File: config.mk
export PLATFORM = sky130hd
export DESIGN_NAME = vx_fpu_rsp_reorder
export DESIGN_NICKNAME = d
export VERILOG_FILES = /design/src/rtl/vx_fpu_rsp_reorder.sv
export SDC_FILE = /design/constraint.sdc
export NUM_CORES = 1
export LEC_CHECK = 0
export BUFFER_PORTS_ARGS = -buffer_cell sky130_fd_sc_hd__clkbuf_2
export CORE_MARGIN = 8
export CORE_UTILIZATION = 30
export DETAILED_ROUTE_END_ITERATION = 6
export GPL_TIMING_DRIVEN = 1
export SETUP_SLACK_MARGIN = 0.3
export SKIP_CTS_REPAIR_TIMING = 1
export SYNTH_ARGS = -nofsm -noshare
export SYNTH_HDL_FRONTEND = slang
export SYNTH_SLANG_ARGS = --single-unit
File: constraint.sdc
create_clock -name clk -period 12.2 [get_ports clk]
set_input_delay 0.61 -clock clk [delete_from_list [all_inputs] [get_ports clk]]
set_output_delay 0.61 -clock clk [all_outputs]
set_load 0.01 [all_outputs]
File: src/rtl/vx_fpu_rsp_reorder.sv
// rtl/vx_fpu_rsp_reorder.sv - FPU response tag store, issue/completion-order sequencer and fflags CSR accumulator
module vx_fpu_rsp_reorder #(
    parameter int NUM_LANES = 4,
    parameter int XLEN      = 32,
    parameter int DEPTH     = 8,
    parameter int NUM_WARPS = 4,
    parameter int NW_W      = 2,
    parameter int META_W    = 64,
    parameter int IN_ORDER  = 1,
    parameter int TAG_W     = $clog2(DEPTH),
    parameter int CNT_W     = $clog2(DEPTH + 1)
) (
    input  logic                      clk,
    input  logic                      reset_n,
    input  logic                      req_valid,
    output logic                      req_ready,
    input  logic [NW_W-1:0]           req_wid,
    input  logic [META_W-1:0]         req_meta,
    input  logic                      req_sop,
    input  logic                      req_eop,
    output logic [TAG_W-1:0]          req_tag,
    input  logic                      fpu_rsp_valid,
    output logic                      fpu_rsp_ready,
    input  logic [TAG_W-1:0]          fpu_rsp_tag,
    input  logic [NUM_LANES*XLEN-1:0] fpu_rsp_result,
    input  logic                      fpu_rsp_has_fflags,
    input  logic [4:0]                fpu_rsp_fflags,
    output logic                      out_valid,
    input  logic                      out_ready,
    output logic [NW_W-1:0]           out_wid,
    output logic [META_W-1:0]         out_meta,
    output logic [NUM_LANES*XLEN-1:0] out_result,
    output logic                      out_sop,
    output logic                      out_eop,
    output logic                      csr_write_enable,
    output logic [NW_W-1:0]           csr_write_wid,
    output logic [4:0]                csr_write_fflags,
    output logic [CNT_W-1:0]          count,
    output logic                      empty
);

    localparam int RES_W = NUM_LANES * XLEN;
    localparam logic [CNT_W-1:0] FULL_CNT = CNT_W'(DEPTH);

    logic [DEPTH-1:0]  ent_valid;
    logic [DEPTH-1:0]  ent_done;
    logic [DEPTH-1:0]  ent_sop;
    logic [DEPTH-1:0]  ent_eop;
    logic [DEPTH-1:0]  ent_has;
    logic [NW_W-1:0]   ent_wid  [DEPTH];
    logic [META_W-1:0] ent_meta [DEPTH];
    logic [4:0]        ent_ff   [DEPTH];
    logic [RES_W-1:0]  ent_res  [DEPTH];

    logic [TAG_W-1:0]  head;
    logic [TAG_W-1:0]  tail;
    logic [TAG_W-1:0]  free_tag;
    logic [TAG_W-1:0]  alloc_tag;
    logic [TAG_W-1:0]  out_tag;
    logic [CNT_W-1:0]  cnt;

    logic [4:0]           acc     [NUM_WARPS];
    logic [NUM_WARPS-1:0] acc_has;

    logic req_fire;
    logic rsp_fire;
    logic rsp_ok;
    logic rsp_wr;
    logic rel;
    logic out_has;
    logic [4:0] out_ff;

    always_comb begin
        free_tag = '0;
        for (int i = DEPTH - 1; i >= 0; i--) begin
            if (!ent_valid[i]) free_tag = TAG_W'(i);
        end
    end

    assign req_ready = (cnt != FULL_CNT);
    assign req_fire  = req_valid & req_ready;
    assign alloc_tag = (IN_ORDER != 0) ? tail : free_tag;
    assign req_tag   = alloc_tag;

    // Reorder mode presents the head once its result is stored; pass-through mode forwards the backend directly.
    always_comb begin
        if (IN_ORDER != 0) begin
            fpu_rsp_ready = 1'b1;
            rsp_fire      = fpu_rsp_valid;
            rsp_ok        = ent_valid[fpu_rsp_tag] & ~ent_done[fpu_rsp_tag];
            out_tag       = head;
            out_valid     = ent_valid[head] & ent_done[head];
            out_result    = ent_res[head];
            out_has       = ent_has[head];
            out_ff        = ent_ff[head];
        end else begin
            fpu_rsp_ready = out_ready;
            rsp_fire      = fpu_rsp_valid & out_ready;
            rsp_ok        = ent_valid[fpu_rsp_tag];
            out_tag       = fpu_rsp_tag;
            out_valid     = fpu_rsp_valid;
            out_result    = fpu_rsp_result;
            out_has       = fpu_rsp_has_fflags;
            out_ff        = fpu_rsp_fflags;
        end
    end

    assign rsp_wr   = (IN_ORDER != 0) & fpu_rsp_valid & rsp_ok;
    assign rel      = out_valid & out_ready & ent_valid[out_tag];
    assign out_wid  = ent_wid[out_tag];
    assign out_meta = ent_meta[out_tag];
    assign out_sop  = ent_sop[out_tag];
    assign out_eop  = ent_eop[out_tag];
    assign count    = cnt;
    assign empty    = (cnt == '0);

    always_ff @(posedge clk) begin
        if (req_fire) begin
            ent_wid[alloc_tag]  <= req_wid;
            ent_meta[alloc_tag] <= req_meta;
            ent_sop[alloc_tag]  <= req_sop;
            ent_eop[alloc_tag]  <= req_eop;
        end
        if (rsp_wr) begin
            ent_res[fpu_rsp_tag] <= fpu_rsp_result;
            ent_has[fpu_rsp_tag] <= fpu_rsp_has_fflags;
            ent_ff[fpu_rsp_tag]  <= fpu_rsp_fflags;
        end
    end

    always_ff @(posedge clk) begin
        if (!reset_n) begin
            ent_valid        <= '0;
            ent_done         <= '0;
            head             <= '0;
            tail             <= '0;
            cnt              <= '0;
            acc_has          <= '0;
            for (int i = 0; i < NUM_WARPS; i++) acc[i] <= '0;
            csr_write_enable <= 1'b0;
            csr_write_wid    <= '0;
            csr_write_fflags <= '0;
        end else begin
            csr_write_enable <= 1'b0;
            if (rel) begin
                ent_valid[out_tag] <= 1'b0;
                ent_done[out_tag]  <= 1'b0;
                if (IN_ORDER != 0) head <= head + TAG_W'(1);
                // eop flushes the warp's accumulated flags into one CSR write
                if (out_eop) begin
                    csr_write_enable <= out_has | acc_has[out_wid];
                    csr_write_wid    <= out_wid;
                    csr_write_fflags <= acc[out_wid] | (out_has ? out_ff : 5'd0);
                    acc[out_wid]     <= 5'd0;
                    acc_has[out_wid] <= 1'b0;
                end else if (out_has) begin
                    acc[out_wid]     <= acc[out_wid] | out_ff;
                    acc_has[out_wid] <= 1'b1;
                end
            end
            if (rsp_wr) ent_done[fpu_rsp_tag] <= 1'b1;
            if (req_fire) begin
                ent_valid[alloc_tag] <= 1'b1;
                ent_done[alloc_tag]  <= 1'b0;
                if (IN_ORDER != 0) tail <= tail + TAG_W'(1);
            end
            case ({req_fire, rel})
                2'b10:   cnt <= cnt + CNT_W'(1);
                2'b01:   cnt <= cnt - CNT_W'(1);
                default: cnt <= cnt;
            endcase
        end
    end

    always @(posedge clk) begin
        if (reset_n && rsp_fire) assert (rsp_ok);
    end

endmodule

==> results.cfg <==
[global_route]
grt_start_max_net_pins = 152
grt_pass1_wl_um = 210000
antenna_found_initial = 31
track_usage = 0.124
grt-ovfl-total = 0
first_global_vias = 30800

[cts]
cts_buffers = 174
cts_num_sinks = 1677
clock_latency_ps = 810
clkTransAtPathRegs_ps = 70
cts_tree = yes
cts_max_level = 4
clockBufferDepth = 3
cts-root-buf = clkbuf_16

[power]
pwr-share-seq = 0.541
power.internal_uw = 9420
p_sw_frac = 0.203
p_clk_frac = 0.438
share_comb_of_total_power = 0.021
peakVddDrop_mv = 0.136
p_leak_uw = 0.0232
p_sw_uw = 2400
p_per_area_nw_per_um2 = 158

[sta]
maxSlewHeadroom = 0.288
setup_violations = 0
hold_viol_final = 0
fin_crit_sh = 0.456
slew_violations = 0
post-route-min-period_ps = 5560
fin_skew_ps = 37.5
finalSetupTns_ps = 0
fmax_mhz = 180
worst_pin_slew_ps = 1070
grt_setup_unrepaired = no

[yosys]
synth.area.top_cells = edfxtp_1 77%, mux4_2 14%, mux2_2 3.5%
syn-num-nets = 2861
ys_ff_latch = 1677
yosysSeqAreaShare = 0.787
yosys.area_share.simple = 0.00749
muxShareOfSynthArea = 0.184
yosysTopAreaCellShare = 0.774
yosys_warnings = 0
synth-compound-area-share = 0.00958
synthCells = 2646
synth_top_family_by_area = multiplexers
synth_adder_area_share = 0.000985
ys_async_sr_fraction = 0
yosysUniqueCellTypes = 51
synth_edf_count = 1636
synth-xor-area-share = 0.000828
syn_area_per_cell_um2 = 24.0
synth_ff_type = edfxtp_1
netlist.top_cell.by_area = edfxtp_1
netlist_area_um2 = 63500

[worst_hold_path]
hold_path_class = in2reg
worstHoldStart = req_meta[34]

[floorplan]
rows = 169
initial_core_util = 0.301
core_um2 = 211000
dieWidth_um = 476
die_height_um = 476
io_pins = 425
dieArea_um2 = 227000

[setup_path]
critPathRequiredTime_ps = 11590
crit_path_max_fanout = 93
cp-end-kind = output port
critPathSlowestCell = buf_4
critPathKind = reg2out
path_cells = buf_4 -> buf_4 -> buf_12 -> mux4_2 -> mux2_2 -> clkbuf_2
startpoint_type = register
cp_slowest_stage_delay_ps = 890
worst_path_most_repeated_cell = buf_4
cp.arrival_ps = 4950
rr_startpoint = ent_valid[0]$_SDFF_PN0_

[detailed_routing]
vias = 28900
drt-initial-drc-count = 1967
ant_nets = 0
wl_per_cell_um = 23.5
vias_per_cell = 4.70
routed_wl_um = 144000
drc = 0
drt-pass1-iter-count = 5

[placed_design]
dp_hpwl_um = 81500
finalWeightedCongestion = 0.708
dp_cells = 5809
portBuffers = 423

[final_layout]
finalNonFillerCells = 6138
final_cell_mix = 1636 x edfxtp_1, 423 x clkbuf_2, 404 x mux4_2, 198 x mux2_2, 177 x clkbuf_16
area_growth_pct = 17.7
nets = 3379
layout_commonest_cell = edfxtp_1
drive_above_1_share = 0.410

[run]
drv_cap = 0

[outcome]
status = finished clean
==> Yosys cell counts, types with 3 or more instances <==
cell         n
a211oi_1     3
a21oi_1     43
a311oi_1     5
a31oi_1      4
buf_2       51
buf_6        3
clkbuf_1    72
dfxtp_1     41
edfxtp_1  1636
ha_1         5
inv_1       14
mux2_2     198
mux2i_1     23
mux4_1       3
mux4_2     404
nand2_1     20
nand2b_1     6
nand3_1      6
nor2_1      14
nor2b_1      6
nor3_1       4
o211a_1      7
o21a_1       6
o21ai_0     14
o31ai_1      7
or2_2        8
or3_1        4
xor2_1       4
==> cells by family (layout without fill, tap and decap cells) <==
logic type      after synthesis  in the layout
compound gates               95             95
xor+xnor                      6              6
fa+ha+maj                     5              5
buf+inv                     146            806
flops                      1677           1677
mux                         631            631
other cells                   1             12
simple gates                 85             85
==> stage by stage <==
stage / area [um2] / hold WS, ps / utilization / setup WS, ps / total power (uW)
4_1_cts: 74700 / -27.8 / 0.354 / 6370 / 12000
3_3_place_gp: 69100 / 466 / 0.327 / 7320 / 6770
2_1_floorplan: 63500 / 457 / - / 740 / 6620
6_report: 74700 / 77.1 / 0.354 / 6640 / 11800
3_5_place_dp: 69100 / 475 / 0.327 / 7290 / 6780
5_1_grt: 74700 / 8.68 / 0.354 / 6150 / 12200
==> flip-flops by register name (all words and copies together), names as in the netlist, 8 cells and up, named ones only <==
| signal | flops |
|---|---|
| ent_eop | 8 |
| ent_ff | 40 |
| ent_done | 8 |
| ent_res | 1024 |
| acc | 20 |
| ent_has | 8 |
| ent_valid | 8 |
| ent_wid | 16 |
| ent_meta | 512 |
| ent_sop | 8 |
==> critical path, delay by kind of cell, from the launching register on <==
| kind | cells | cell delay, ps |
|---|---|---|
| buffers and inverters | 4 | 2430 |
| flip-flops | 1 | 570 |
| multiplexers | 2 | 920 |
==> power by group through the flow <==
| stage | Clock, uW | Sequential [uW] | Combinational, uW |
|---|---|---|---|
| after floorplan | 0 | 6520 | 98.8 |
| after global placement | 0 | 6510 | 252 |
| after detailed placement | 0 | 6520 | 260 |
| after CTS | 5320 | 6390 | 261 |
| after global routing | 5530 | 6400 | 279 |
| final | 5180 | 6390 | 254 |
==> worst paths after layout <==
path | to | slack [ps] | depth (start not counted)
max | out_result[82] | 6640 | 6
min | ent_meta[0][34]$_DFFE_PP_ | 80 | 1
max reg2reg | ent_res[6][51]$_DFFE_PP_ | 8340 | 6
min reg2reg | csr_write_wid[0]$_SDFFE_PN0N_ | 480 | 2
==> layout make-up <==
type | instances | area [um2]
antenna | 11 | 27.5
clock buffer | 211 | 4570
clock inverter | 107 | 1030
fill | 19400 | 137000
inverter | 15 | 68.8
multi-input combinational | 823 | 12900
sequential | 1677 | 50000
tap | 2821 | 3530
timing repair buffer | 473 | 2590
==> per-layer routing <==
layer | track usage | up-vias | part of all wire | routed length (um)
met2 | 0.202 | 715 | 0.48 | 69600
met3 | 0.0311 | 249 | 0.059 | 8530
met1 | 0.165 | 15500 | 0.43 | 62000
met4 | 0.0404 | 18 | 0.028 | 4040
li1 | - | 12300 | - | -
met5 | 0 | - | 0.00085 | 123
No activity file was read; power rests on OpenSTA's default activity.
